`src/rtl/mc_ctrl_pkg.sv`:
```
// Shared constants and types for the multicycle MIPS main control FSM.
// The ALU-control decoder imports the ALUOP_* values from here as well.
package mc_ctrl_pkg;

   localparam int OP_W    = 6;
   localparam int STATE_W = 4;

   typedef enum logic [STATE_W-1:0] {
      FETCH    = 4'd0,
      DECODE   = 4'd1,
      MEMADR   = 4'd2,
      MEMREAD  = 4'd3,
      MEMWB    = 4'd4,
      MEMWRITE = 4'd5,
      EXECUTE  = 4'd6,
      ALUWB    = 4'd7,
      BRANCH   = 4'd8,
      ADDIEX   = 4'd9,
      ADDIWB   = 4'd10,
      JUMP     = 4'd11
   } state_t;

   localparam logic [OP_W-1:0] OP_RTYPE = 6'b000000;
   localparam logic [OP_W-1:0] OP_LW    = 6'b100011;
   localparam logic [OP_W-1:0] OP_SW    = 6'b101011;
   localparam logic [OP_W-1:0] OP_BEQ   = 6'b000100;
   localparam logic [OP_W-1:0] OP_ADDI  = 6'b001000;
   localparam logic [OP_W-1:0] OP_J     = 6'b000010;

   localparam logic [1:0] ALUOP_ADD   = 2'b00;
   localparam logic [1:0] ALUOP_SUB   = 2'b01;
   localparam logic [1:0] ALUOP_RTYPE = 2'b10;
   localparam logic [1:0] ALUOP_ADDI  = 2'b11;

   localparam logic [1:0] ALU_SRC_B_REG     = 2'b00;
   localparam logic [1:0] ALU_SRC_B_FOUR    = 2'b01;
   localparam logic [1:0] ALU_SRC_B_IMM     = 2'b10;
   localparam logic [1:0] ALU_SRC_B_IMM_SH2 = 2'b11;

   localparam logic [1:0] PC_SRC_ALU    = 2'b00;
   localparam logic [1:0] PC_SRC_ALUOUT = 2'b01;
   localparam logic [1:0] PC_SRC_JUMP   = 2'b10;

   // Full control word for one state; pc_write and branch are merged into pc_en by the top.
   typedef struct packed {
      logic       pc_write;
      logic       branch;
      logic       i_or_d;
      logic       mem_read;
      logic       mem_write;
      logic       ir_write;
      logic       reg_dst;
      logic       mem_to_reg;
      logic       reg_write;
      logic       alu_src_a;
      logic [1:0] alu_src_b;
      logic [1:0] pc_src;
      logic [1:0] alu_op;
   } ctrl_t;

   function automatic logic is_legal_op(input logic [OP_W-1:0] op);
      return (op == OP_RTYPE) || (op == OP_LW) || (op == OP_SW) ||
             (op == OP_BEQ) || (op == OP_ADDI) || (op == OP_J);
   endfunction

endpackage

```
`src/rtl/mc_out_decode.sv`:
```
// Combinational state -> control-word decode for the main control FSM.
// Only FETCH looks at mem_ready: IR and PC load once the instruction word arrives.
module mc_out_decode
   import mc_ctrl_pkg::*;
(
   input  state_t state,
   input  logic   mem_ready,
   output ctrl_t  ctrl
);

   always_comb begin
      ctrl = '0;
      case (state)
         FETCH: begin
            ctrl.mem_read  = 1'b1;
            ctrl.ir_write  = mem_ready;
            ctrl.pc_write  = mem_ready;
            ctrl.alu_src_b = ALU_SRC_B_FOUR;
            ctrl.alu_op    = ALUOP_ADD;
         end
         DECODE: begin
            ctrl.alu_src_b = ALU_SRC_B_IMM_SH2;
            ctrl.alu_op    = ALUOP_ADD;
         end
         MEMADR: begin
            ctrl.alu_src_a = 1'b1;
            ctrl.alu_src_b = ALU_SRC_B_IMM;
            ctrl.alu_op    = ALUOP_ADD;
         end
         MEMREAD: begin
            ctrl.mem_read = 1'b1;
            ctrl.i_or_d   = 1'b1;
         end
         MEMWB: begin
            ctrl.reg_write  = 1'b1;
            ctrl.mem_to_reg = 1'b1;
         end
         MEMWRITE: begin
            ctrl.mem_write = 1'b1;
            ctrl.i_or_d    = 1'b1;
         end
         EXECUTE: begin
            ctrl.alu_src_a = 1'b1;
            ctrl.alu_src_b = ALU_SRC_B_REG;
            ctrl.alu_op    = ALUOP_RTYPE;
         end
         ALUWB: begin
            ctrl.reg_write = 1'b1;
            ctrl.reg_dst   = 1'b1;
         end
         BRANCH: begin
            ctrl.alu_src_a = 1'b1;
            ctrl.alu_src_b = ALU_SRC_B_REG;
            ctrl.alu_op    = ALUOP_SUB;
            ctrl.branch    = 1'b1;
            ctrl.pc_src    = PC_SRC_ALUOUT;
         end
         ADDIEX: begin
            ctrl.alu_src_a = 1'b1;
            ctrl.alu_src_b = ALU_SRC_B_IMM;
            ctrl.alu_op    = ALUOP_ADDI;
         end
         ADDIWB: begin
            ctrl.reg_write = 1'b1;
         end
         JUMP: begin
            ctrl.pc_write = 1'b1;
            ctrl.pc_src   = PC_SRC_JUMP;
         end
         default: ctrl = '0;
      endcase
   end

endmodule

```
`src/rtl/mc_main_ctrl.sv`:
```
// Multicycle MIPS main control FSM: state register, next-state logic, reset gating of
// the decoded control word, pc_en and the illegal-opcode pulse.
module mc_main_ctrl
   import mc_ctrl_pkg::*;
(
   input  logic               clk,
   input  logic               rst,
   input  logic [OP_W-1:0]    opcode,
   input  logic               zero,
   input  logic               mem_ready,
   output logic               pc_en,
   output logic               i_or_d,
   output logic               mem_read,
   output logic               mem_write,
   output logic               ir_write,
   output logic               reg_dst,
   output logic               mem_to_reg,
   output logic               reg_write,
   output logic               alu_src_a,
   output logic [1:0]         alu_src_b,
   output logic [1:0]         pc_src,
   output logic [1:0]         Alu_op,
   output logic               illegal_op,
   output logic [STATE_W-1:0] state_o
);

   state_t state;
   state_t next_state;
   ctrl_t  dec;
   ctrl_t  ctl;

   always_ff @(posedge clk) begin
      if (rst) state <= FETCH;
      else     state <= next_state;
   end

   // Memory handshake: a request (mem_read/mem_write) is held constant while in FETCH,
   // MEMREAD or MEMWRITE; the transfer completes in the cycle mem_ready=1 and the FSM
   // leaves the wait state on that edge.
   always_comb begin
      next_state = FETCH;
      case (state)
         FETCH:    next_state = mem_ready ? DECODE : FETCH;
         DECODE: begin
            case (opcode)
               OP_LW, OP_SW: next_state = MEMADR;
               OP_RTYPE:     next_state = EXECUTE;
               OP_BEQ:       next_state = BRANCH;
               OP_ADDI:      next_state = ADDIEX;
               OP_J:         next_state = JUMP;
               default:      next_state = FETCH;
            endcase
         end
         MEMADR:   next_state = (opcode == OP_SW) ? MEMWRITE : MEMREAD;
         MEMREAD:  next_state = mem_ready ? MEMWB : MEMREAD;
         MEMWRITE: next_state = mem_ready ? FETCH : MEMWRITE;
         EXECUTE:  next_state = ALUWB;
         ADDIEX:   next_state = ADDIWB;
         default:  next_state = FETCH;
      endcase
   end

   mc_out_decode u_out_decode (
      .state     (state),
      .mem_ready (mem_ready),
      .ctrl      (dec)
   );

   // Reset suppresses every control output so an aborted instruction cannot write anything.
   always_comb begin
      ctl        = rst ? '0 : dec;
      pc_en      = ctl.pc_write | (ctl.branch & zero);
      i_or_d     = ctl.i_or_d;
      mem_read   = ctl.mem_read;
      mem_write  = ctl.mem_write;
      ir_write   = ctl.ir_write;
      reg_dst    = ctl.reg_dst;
      mem_to_reg = ctl.mem_to_reg;
      reg_write  = ctl.reg_write;
      alu_src_a  = ctl.alu_src_a;
      alu_src_b  = ctl.alu_src_b;
      pc_src     = ctl.pc_src;
      Alu_op     = ctl.alu_op;
      illegal_op = !rst && (state == DECODE) && !is_legal_op(opcode);
   end

   assign state_o = state;

endmodule

```
`config.mk`:
```
export PLATFORM = sky130hd
export DESIGN_NAME = mc_main_ctrl
export DESIGN_NICKNAME = d
export VERILOG_FILES = /design/src/rtl/mc_ctrl_pkg.sv /design/src/rtl/mc_out_decode.sv /design/src/rtl/mc_main_ctrl.sv
export SDC_FILE = /design/constraint.sdc
export NUM_CORES = 1
export LEC_CHECK = 0
export BUFFER_PORTS_ARGS = -buffer_cell sky130_fd_sc_hd__buf_4
export CORE_MARGIN = 3
export CORE_UTILIZATION = 43
export CTS_BUF_LIST = sky130_fd_sc_hd__clkbuf_4 sky130_fd_sc_hd__clkbuf_8 sky130_fd_sc_hd__clkbuf_16
export DETAILED_ROUTE_END_ITERATION = 16
export HOLD_SLACK_MARGIN = 0.1
export PLACE_DENSITY = 0.74
export SLEW_MARGIN = 10
export SYNTH_ARGS = -nofsm -noshare
export SYNTH_HDL_FRONTEND = slang
export SYNTH_SLANG_ARGS = --single-unit
```
`constraint.sdc`:
```
create_clock -name clk -period 1.45 [get_ports clk]
set_clock_uncertainty 0.05 [all_clocks]
set_input_delay 0.29 -clock clk [delete_from_list [all_inputs] [get_ports clk]]
set_output_delay 0.29 -clock clk [all_outputs]
set_load 0.03 [all_outputs]
```
==> results of run 1 <==
-- metrics by stage --
stage | TNS, ns | cells | util, % | hold slack [ns]
2_1_floorplan | -1.422 | 81 | - | 0.3085
3_3_place_gp | -0.1394 | 142 | 93.38 | 0.5027
3_5_place_dp | -0.4014 | 142 | 93.38 | 0.5283
-- synthesized netlist by cell type (all sizes together), types with 2 or more instances --
| cell type | instances | area (µm²) |
|---|---|---|
| nor3 | 10 | 50.05 |
| nor2 | 9 | 33.78 |
| nand3 | 3 | 15.01 |
| buf | 6 | 43.79 |
| a21oi | 4 | 20.02 |
| inv | 2 | 7.510 |
| dfxtp | 4 | 80.08 |
| nor4b | 2 | 23.77 |
| xnor2 | 2 | 17.52 |
| and3 | 4 | 25.02 |
| a31oi | 2 | 12.51 |
| o21ai | 6 | 30.02 |
| nand2b | 5 | 46.30 |
| nand2 | 4 | 15.01 |
| nor4 | 4 | 25.02 |
-- cell families after synthesis --
| group | Yosys count |
|---|---|
| compound gates | 20 |
| xor+xnor | 3 |
| buf+inv | 9 |
| mux | 1 |
| flops | 4 |
| simple gates | 44 |
==> results.toml, run 1 <==
[status]
run_status = "aborted with a tool error"
failed_stage = "clock tree synthesis (4_1_cts)"
error = "[ERROR DPL-0038] Utilization greater than 100%, impossible to legalize"

[yosys]
ys.flop_type = "dfxtp_1"
synth_edf_count = 0
seq_area_frac_synth_pct = 14.19
async_reset_ff_share_pct = 0
synth_cells = 81
synth_area_um2 = 564.3
yosys_warnings = 0
synth_area_per_cell_um2 = 6.967
synth_fa_ha_area_share_pct = 0
synth-xor-area-share_pct = 4.656
synth_mux_area_share_pct = 1.774
ys_ff_latch = 4
syn_nets = 91
synth_top_family_by_area = "simple AND/OR/NAND/NOR gates"
synth-simple-area-share_pct = 45.90
ys_types = 34
synth_compound_area_share_pct = 23.73

[clock_tree]
postCtsSetupBuffers = 4
htree_levels = 1
cts_root_buffer = "clkbuf_4"
cts_hold_buf = 0
clock-sinks = 4
ctsResizeCount = 29
cts_buffers = 3
clockBufferDepth = 2

[placed_design]
dp_slack_ns = -0.2266
portBuffers = 29
gp_congestion = 0.8327
hpwlAfterDp_um = 2142
place_area_um2 = 1094

[die]
fp-row-count = 12
io_pins = 30
die_width_um = 42.23
initial_utilization_pct = 48.18
die_h_um = 42.23
==> inputs of run 2 (changes only) <==
Settings changed: CORE_AREA set to 3 3 64 66, CORE_MARGIN 3 to not set, CORE_UTILIZATION 43 to not set, CTS_BUF_LIST sky130_fd_sc_hd__clkbuf_4 sky130_fd_sc_hd__clkbuf_8 sky130_fd_sc_hd__clkbuf_16 to not set, DIE_AREA set to 0 0 67 69, HOLD_SLACK_MARGIN 0.1 to not set, PLACE_DENSITY 0.74 to not set, PLACE_DENSITY_LB_ADDON set to 0.15.
==> run 2 against run 1 <==
The flow now finishes, with violations (negative setup slack). Synthesized cell count is the same. Synthesized area is the same.
==> results.toml, run 2 <==
[routing]
drc = 0
wl_um = 2554
drtIter0Drc = 36
drtAntennaViolNets = 0
route.vias.total = 845
first_pass_iters = 4
avgViaCountPerCell = 4.333
wl_per_cell_um = 13.10

[yosys]
synth_edf_count = 0
synthTopCellsByArea = "dfxtp_1 (14%), nor3_1 (8.9%), nor2_1 (6.0%), nand2b_4 (4.9%), and3_1 (4.4%)"
syn_nets = 91
yosys_warnings = 0
ys_ff_latch = 4
async_reset_ff_share_pct = 0
synth_most_common_cell = "nor3_1"
synth_cells = 81
synth_area_leader_cell = "dfxtp_1"
synth_area_um2 = 564.3
synth_area_per_cell_um2 = 6.967
seq_area_frac_synth_pct = 14.19
synth_common_cells = "nor3_1 (10), nor2_1 (9), o21ai_0 (5)"
yosys.area.top_type_share_pct = 14.19
ys_types = 34
ys.flop_type = "dfxtp_1"

[global_route]
grt_use_total_pct = 11.10
grt_pass1_vias = 854
use_met1_pct = 15.63
busiest_layer = "met2"
use_met3_pct = 0.6515
grtUsageMet2_pct = 18.12
grt_pass1_wl_um = 4112
antenna_found_initial = 0
grt_max_degree = 11
overflow = 0

[setup_path]
start_kind = "register"
cp.required_ns = 1.11
cp-startpoint = "state_o[2]$_SDFF_PP0_"
end_kind = "output port"
r2r_slack_ns = -0.02
cp.arrival_ns = 1.31
timing.rr.end = "state_o[2]$_SDFF_PP0_"
cp_cell_sequence = "nand2b_4, nor4_4, a211o_4, buf_6"
r2r_cells = 6
worst_path_max_delay_cell = "dfxtp_4"
path_max_fanout = 6
max_stage_delay_ns = 0.39
cp-endpoint = "pc_en"
worstSetupPathType = "register to output port"
r2r_start = "state_o[0]$_SDFF_PP0_"

[hold_path]
hold_depth = 3
worstHoldPathType = "input pin to register"
hold_start = "rst"

[finish]
drive_above_1_share_pct = 71.43
fin_area_um2 = 1426
fin_util_pct = 39.26
final_cell_mix = "buf_4 (51), buf_6 (19), nor3_4 (5), o21ai_0 (5)"
diodes = 0
largest_reg_flops = 4
nNetsFinal = 159
final_common_cell = "buf_4"
area_growth_pct = 152.8

[timing]
min_period_ns = 1.652
hold_viol_final = 0
drv_slew = 0
worst_slack_ns = -0.2015
finalSetupViolCount = 17
timing.final.crit_share_pct = 113.9
tightest_slew_ns = 0.2943
relSlewSlack_pct = 80.33
max_freq_mhz = 605.5
rsz0062_at_grt = "true"
fin_setup_tns_ns = -2.033

[placed_design]
portBuffers = 29
gp_congestion = 0.7680
hpwlAfterDp_um = 1818
place_area_um2 = 1169
dp_slack_ns = -0.1538

[status]
run_status = "finished with violations"
violations = "negative setup slack"

[clock_tree]
clockBufferDepth = 2
cts_buffers = 3
htree_levels = 1
insertion_delay_ns = 0.22
clk_pin_slew_worst_paths_ns = 0.03
tritoncts = "done"
clock-sinks = 4
cts_root_buffer = "clkbuf_8"

[die]
io_pins = 30
core-area_um2 = 3633
dieArea_um2 = 4623
die_h_um = 69
fp-row-count = 22
initial_utilization_pct = 15.53
die_width_um = 67

[power_and_ir_drop]
power_density_nw_per_um2 = 412.3
ir_worst_vdd_mv = 0.1613
leakagePower_nw = 0.5918

[flow_run]
maxCapViolations = 0
-- run 2: logic make-up after synthesis --
logic type / count (synthesis) / share of synthesized area [%]
and+or+nand+nor: 44 / 45.90
DFF: 4 / 14.19
AOI/OAI and AO/OA: 20 / 23.73
xor gates and xnor gates: 3 / 4.657
buffers and inverters: 9 / 9.756
muxes: 1 / 1.774
-- run 2: area by class of cell --
type | instances | area [µm²]
Fill cell | 384 | 2207
Multi-Input combinational cell | 68 | 625.6
Timing Repair Buffer | 70 | 596.8
Sequential cell | 4 | 95.09
Tap cell | 48 | 60.06
Clock buffer | 3 | 41.29
Inverter | 2 | 7.507
-- run 2: routing by layer --
| layer | up-vias | share of wire [%] |
|---|---|---|
| li1 | 437 | - |
| met1 | 394 | 48 |
| met2 | 14 | 49 |
| met3 | 0 | 2.7 |
| met4 | 0 | 0 |
| met5 | - | 0 |
-- run 2: report_power, final --
part	internal (mW)	switching, mW	total [mW]
logic	0.123	0.116	0.239
clock network	0.177	0.0575	0.235
registers	0.108	0.00680	0.115
total	0.408	0.180	0.588
-- run 2: worst max-delay path, delay by kind of cell (launching register included) --
family / cells / cell delay [ns]
DFF: 1 / 0.39
and+or+nand+nor: 2 / 0.26
AOI/OAI and AO/OA: 1 / 0.31
buffers and inverters: 1 / 0.14
-- run 2: worst min-delay path by stage --
stage	to	slack, ns
floorplan	state_o[3]$_SDFF_PP0_	0.31
global placement	state_o[3]$_SDFF_PP0_	0.54
detailed placement	state_o[3]$_SDFF_PP0_	0.54
CTS	state_o[3]$_SDFF_PP0_	0.31
global route	state_o[3]$_SDFF_PP0_	0.34
finish	state_o[3]$_SDFF_PP0_	0.34
-- run 2: metrics by stage --
stage          total power [mW]  instances  hold WS [ns]
2_1_floorplan            0.2228         81        0.3085
3_5_place_dp             0.3225        182        0.5385
3_3_place_gp             0.3206        182        0.5396
6_report                 0.5881        195        0.3376
5_1_grt                  0.6156        195        0.3450
4_1_cts                  0.5777        192        0.3111
-- run 2: what timing repair did --
action | CTS | global route
resized for setup | 26 | 9
hold buffers | 0 | 0
setup buffers | 7 | 3
endpoints found under the setup margin | 17 | 19
pin swaps | 5 | 5
hold endpoints to repair | 0 | 0
Power figures use the tool's default switching activity.
==> inputs of run 3 (changes only) <==
Settings changed: SETUP_SLACK_MARGIN set to 0.2.
==> run 3 against run 2 <==
The flow still finishes with violations (negative setup slack). Global-route usage is 0.84 points lower. Worst hold slack worse by 0.015 ns. Sequential power hardly changed. Routed wire length is 7.9% lower. Critical path depth stayed put. First-iteration DRC count is 11% higher. Setup slack worse by 0.0084 ns. Register-to-register slack worse by 0.05 ns. Power is 1.9% lower. Final cell count is 3.1% lower. Clock power is 3% lower.
==> results.toml, run 3 (same netlist as run 2, synthesis figures left out) <==
[routing]
wl_per_cell_um = 12.45
drtIter0Drc = 40
first_pass_iters = 4
wl_um = 2353
drtAntennaViolNets = 0
avgViaCountPerCell = 4.492
route.vias.total = 849
drc = 0

[flow_run]
maxCapViolations = 0

[power_and_ir_drop]
combPwrFrac_pct = 40.3
p_sw_mw = 0.1749
leakagePower_nw = 0.5916
seqPwrFrac_pct = 20.3
pwr-share-clk_pct = 39.5
swShare_pct = 30.31
internal_power_mw = 0.4021
ir_worst_vdd_mv = 0.1990
power_mw = 0.5771
power_density_nw_per_um2 = 394.9

[die]
initial_utilization_pct = 15.53
fp-row-count = 22
core-area_um2 = 3633
die_width_um = 67
die_h_um = 69
dieArea_um2 = 4623
io_pins = 30

[status]
violations = "negative setup slack"
run_status = "finished with violations"

[finish]
final_cell_mix = "buf_4 (38), buf_6 (25), nor3_4 (5)"
area_growth_pct = 159.0
final_common_cell = "buf_4"
largest_reg_flops = 4
nNetsFinal = 153
diodes = 0
drive_above_1_share_pct = 74.47

[clock_tree]
clockBufferDepth = 2
tritoncts = "done"
clock-sinks = 4
cts_buffers = 3
cts_root_buffer = "clkbuf_8"
clk_pin_slew_worst_paths_ns = 0.03
insertion_delay_ns = 0.21
htree_levels = 1

[setup_path]
cp.arrival_ns = 1.32
worstSetupPathType = "register to output port"
path_max_fanout = 8
end_kind = "output port"
start_kind = "register"
cp.required_ns = 1.11

[timing]
rsz0062_at_grt = "true"
timing.final.crit_share_pct = 114.5
min_period_ns = 1.660
drv_slew = 0
hold_viol_final = 0
relSlewSlack_pct = 79.77
max_freq_mhz = 602.4
whs_ns = 0.3221
tightest_slew_ns = 0.3034
finalSetupViolCount = 19
worst_slack_ns = -0.2099

[global_route]
grt_pass1_vias = 837
grt_max_degree = 16
grt_pass1_wl_um = 3822
antenna_found_initial = 0
grt_use_total_pct = 10.26
overflow = 0

[placed_design]
hpwlAfterDp_um = 1760
portBuffers = 29
gp_congestion = 0.7232

[hold_path]
worstHoldPathType = "input pin to register"
run 3: cell count changes in the layout (fill, tap and decap cells not counted), sizes merged:
| cell | previous run | this run |
|---|---|---|
| buf | 70 | 64 |
run 3: path summary, 6_finish.rpt:
| check | end | start | slack, ns | cells after the start |
|---|---|---|---|---|
| max | pc_en | state_o[0]$_SDFF_PP0_ | -0.21 | 4 |
| min | state_o[2]$_SDFF_PP0_ | opcode[3] | 0.32 | 4 |
| max reg2reg | state_o[2]$_SDFF_PP0_ | state_o[1]$_SDFF_PP0_ | -0.07 | 6 |
| min reg2reg | state_o[3]$_SDFF_PP0_ | state_o[2]$_SDFF_PP0_ | 0.58 | 2 |
run 3: power groups by stage:
| stage | clock network (mW) | logic (mW) | registers [mW] |
|---|---|---|---|
| 6_report | 0.228 | 0.232 | 0.117 |
| 2_1_floorplan | 0 | 0.111 | 0.120 |
| 3_5_place_dp | 0 | 0.193 | 0.119 |
| 5_1_grt | 0.249 | 0.249 | 0.117 |
| 4_1_cts | 0.236 | 0.220 | 0.118 |
| 3_3_place_gp | 0 | 0.191 | 0.120 |
run 3: metal layers:
layer / share of wire (%) / global-route usage, %
met4: 0.47 / 3.378
met5: 0 / 0
met3: 4.6 / 1.303
met1: 42 / 12.99
met2: 53 / 17.47
run 3: area by class of cell:
class	count	area [µm²]
inverter	2	7.507
timing repair buffer	64	586.8
sequential	4	95.09
tap	48	60.06
multi-input combinational	68	670.6
clock buffer	3	41.29
fill	388	2172
run 3: critical path, stage by stage (launching register included):
cell	delay [ns]
dfxtp_4	0.43
nor2_1	0.08
and3_4	0.19
a211o_4	0.26
buf_6	0.14
run 3: stage by stage:
stage / utilization, % / instances / cell area, µm² / worst slack (ns) / TNS [ns]
final: 40.22 / 189 / 1461 / -0.2099 / -2.376
after global routing: 40.22 / 189 / 1461 / -0.2603 / -3.548
after CTS: 37.57 / 183 / 1365 / -0.2158 / -2.107
after detailed placement: 31.58 / 175 / 1147 / -0.1568 / -0.3560
after global placement: 31.58 / 175 / 1147 / -0.1581 / -0.3281
after floorplan: - / 81 / 762.0 / -0.3062 / -1.303
run 3: timing repair:
| item | in CTS | in global routing |
|---|---|---|
| pin swaps | 3 | 10 |
| gates resized for setup | 31 | 14 |
| buffers inserted | 5 | 6 |
| hold buffers | 0 | 0 |
| endpoints found under the setup margin | 24 | 24 |
==> inputs of run 4 (changes only) <==
--- a/config.mk
+++ b/config.mk
@@ -12,4 +12,5 @@
 export PLACE_DENSITY_LB_ADDON = 0.15
 export SETUP_SLACK_MARGIN = 0.2
+export SKIP_CTS_REPAIR_TIMING = 1
 export SLEW_MARGIN = 10
 export SYNTH_ARGS = -nofsm -noshare
==> constraint.sdc (replaced) <==
create_clock -name clk -period 1.45 [get_ports clk]
set_clock_uncertainty 0.05 [all_clocks]
set_input_delay 0.145 -clock clk [delete_from_list [all_inputs] [get_ports clk]]
set_output_delay 0.145 -clock clk [all_outputs]
set_load 0.03 [all_outputs]
==> run 4 against run 3 <==
The flow still finishes with violations (negative setup slack). Routed wire length shrank 3.8%. Setup slack gained 0.15 ns. Sequential share of layout area rose by 0.65 points. Non-clock buffer count is 12 lower. Final cell count decreased by 6.3%. Worst hold slack got worse by 0.13 ns. Via count fell by 7.2%. Critical path depth stayed put. Die area stayed put. Critical endpoint unchanged.
==> results.toml, run 4 (same netlist as run 2, synthesis figures left out) <==
[finish]
fillers = 387
diodes = 0
final_common_cell = "buf_4"
drive_above_1_share_pct = 69.77
largest_reg_flops = 4
area_growth_pct = 135.5
final_cell_mix = "buf_4 (30), buf_6 (22), nor3_4 (6), nand2b_4 (5), o21ai_0 (5)"
nNetsFinal = 141
fin_area_um2 = 1329

[global_route]
grt_pass1_vias = 666
grt_max_degree = 13
antenna_found_initial = 0
use_met3_pct = 1.792
use_met1_pct = 12.68
grt_pass1_wl_um = 3236
grt_use_total_pct = 8.727
grtUsageMet2_pct = 12.23
overflow = 0
busiest_layer = "met1"

[routing]
wl_um = 2264
wl_per_cell_um = 12.79
drtIter0Drc = 14
first_pass_iters = 4
route.vias.total = 788
drc = 0
avgViaCountPerCell = 4.452
drtAntennaViolNets = 0

[power_and_ir_drop]
ir_worst_vdd_mv = 0.2155
power_mw = 0.5526
power_density_nw_per_um2 = 415.9
leakagePower_nw = 0.5086

[hold_path]
worstHoldPathType = "input pin to register"

[setup_path]
cp.required_ns = 1.25
cp_top_family = "flip-flops"
max_stage_delay_ns = 0.37
worstSetupPathType = "register to output port"
path_max_fanout = 9
cp_num_buf_inv = 2
cp_cell_sequence = "buf_4, nor4_4, a211o_4, buf_6"
start_kind = "register"
end_kind = "output port"
worst_path_max_delay_cell = "dfxtp_4"
cp.arrival_ns = 1.31

[timing]
tightest_slew_ns = 0.3602
max_freq_mhz = 664.3
finalSetupViolCount = 6
hold_viol_final = 0
drv_slew = 0
whs_ns = 0.1880
worst_slack_ns = -0.05533
rsz0062_at_grt = "true"
relSlewSlack_pct = 75.76
timing.final.crit_share_pct = 103.8
min_period_ns = 1.505
fin_setup_tns_ns = -0.1325

[clock_tree]
cts_root_buffer = "clkbuf_8"
cts_buffers = 3
clockBufferDepth = 2
insertion_delay_ns = 0.21
clk_pin_slew_worst_paths_ns = 0.03
htree_levels = 1
clock-sinks = 4
tritoncts = "done"

[placed_design]
gp_congestion = 0.6602
place_area_um2 = 1031
hpwlAfterDp_um = 1630
portBuffers = 29

[die]
die_width_um = 67
dieArea_um2 = 4623
core-area_um2 = 3633
initial_utilization_pct = 15.53
die_h_um = 69
io_pins = 30
fp-row-count = 22

[status]
violations = "negative setup slack"
run_status = "finished with violations"

[flow_run]
maxCapViolations = 0
[run 4: final cells by class]
type | count | area (µm²) | share of cell area [%]
Timing Repair Buffer | 52 | 473.0 | 35.59
Multi-Input combinational cell | 68 | 651.9 | 49.06
Sequential cell | 4 | 95.09 | 7.156
Tap cell | 48 | 60.06 | 4.520
Inverter | 2 | 7.507 | 0.5650
Clock buffer | 3 | 41.29 | 3.107
[run 4: path summary, 6_finish.rpt]
path | from | endpoint | slack (ns) | depth (start not counted)
hold / removal | opcode[5] | state_o[0]$_SDFF_PP0_ | 0.19 | 4
setup reg to reg | state_o[0]$_SDFF_PP0_ | state_o[1]$_SDFF_PP0_ | 0.04 | 6
hold reg to reg | state_o[3]$_SDFF_PP0_ | state_o[3]$_SDFF_PP0_ | 0.61 | 2
setup / recovery | state_o[0]$_SDFF_PP0_ | pc_en | -0.06 | 4
[run 4: power by group]
part	internal [mW]	switching, mW
combinational	0.101	0.109
clock	0.176	0.0513
sequential	0.108	0.00760
total	0.385	0.167
[run 4: worst register-to-register path, delay by kind of cell, from the launching register on]
kind	cells	cell delay [ns]
flops	1	0.40
compound gates	2	0.26
buf+inv	2	0.30
simple gates	2	0.33
[run 4: per-layer routing]
| layer | share of wire (%) | vias up |
|---|---|---|
| li1 | - | 403 |
| met1 | 47 | 359 |
| met2 | 47 | 26 |
| met3 | 5.6 | 0 |
| met4 | 0 | 0 |
| met5 | 0 | - |
[run 4: stage by stage]
stage | utilization (%) | std cells | setup WS [ns]
final | 36.57 | 177 | -0.05533
after global routing | 36.57 | 177 | -0.1116
after CTS | 29.51 | 162 | -0.2500
after detailed placement | 28.37 | 159 | -0.001892
after global placement | 28.37 | 159 | -0.03593
after floorplan | - | 81 | -0.1612
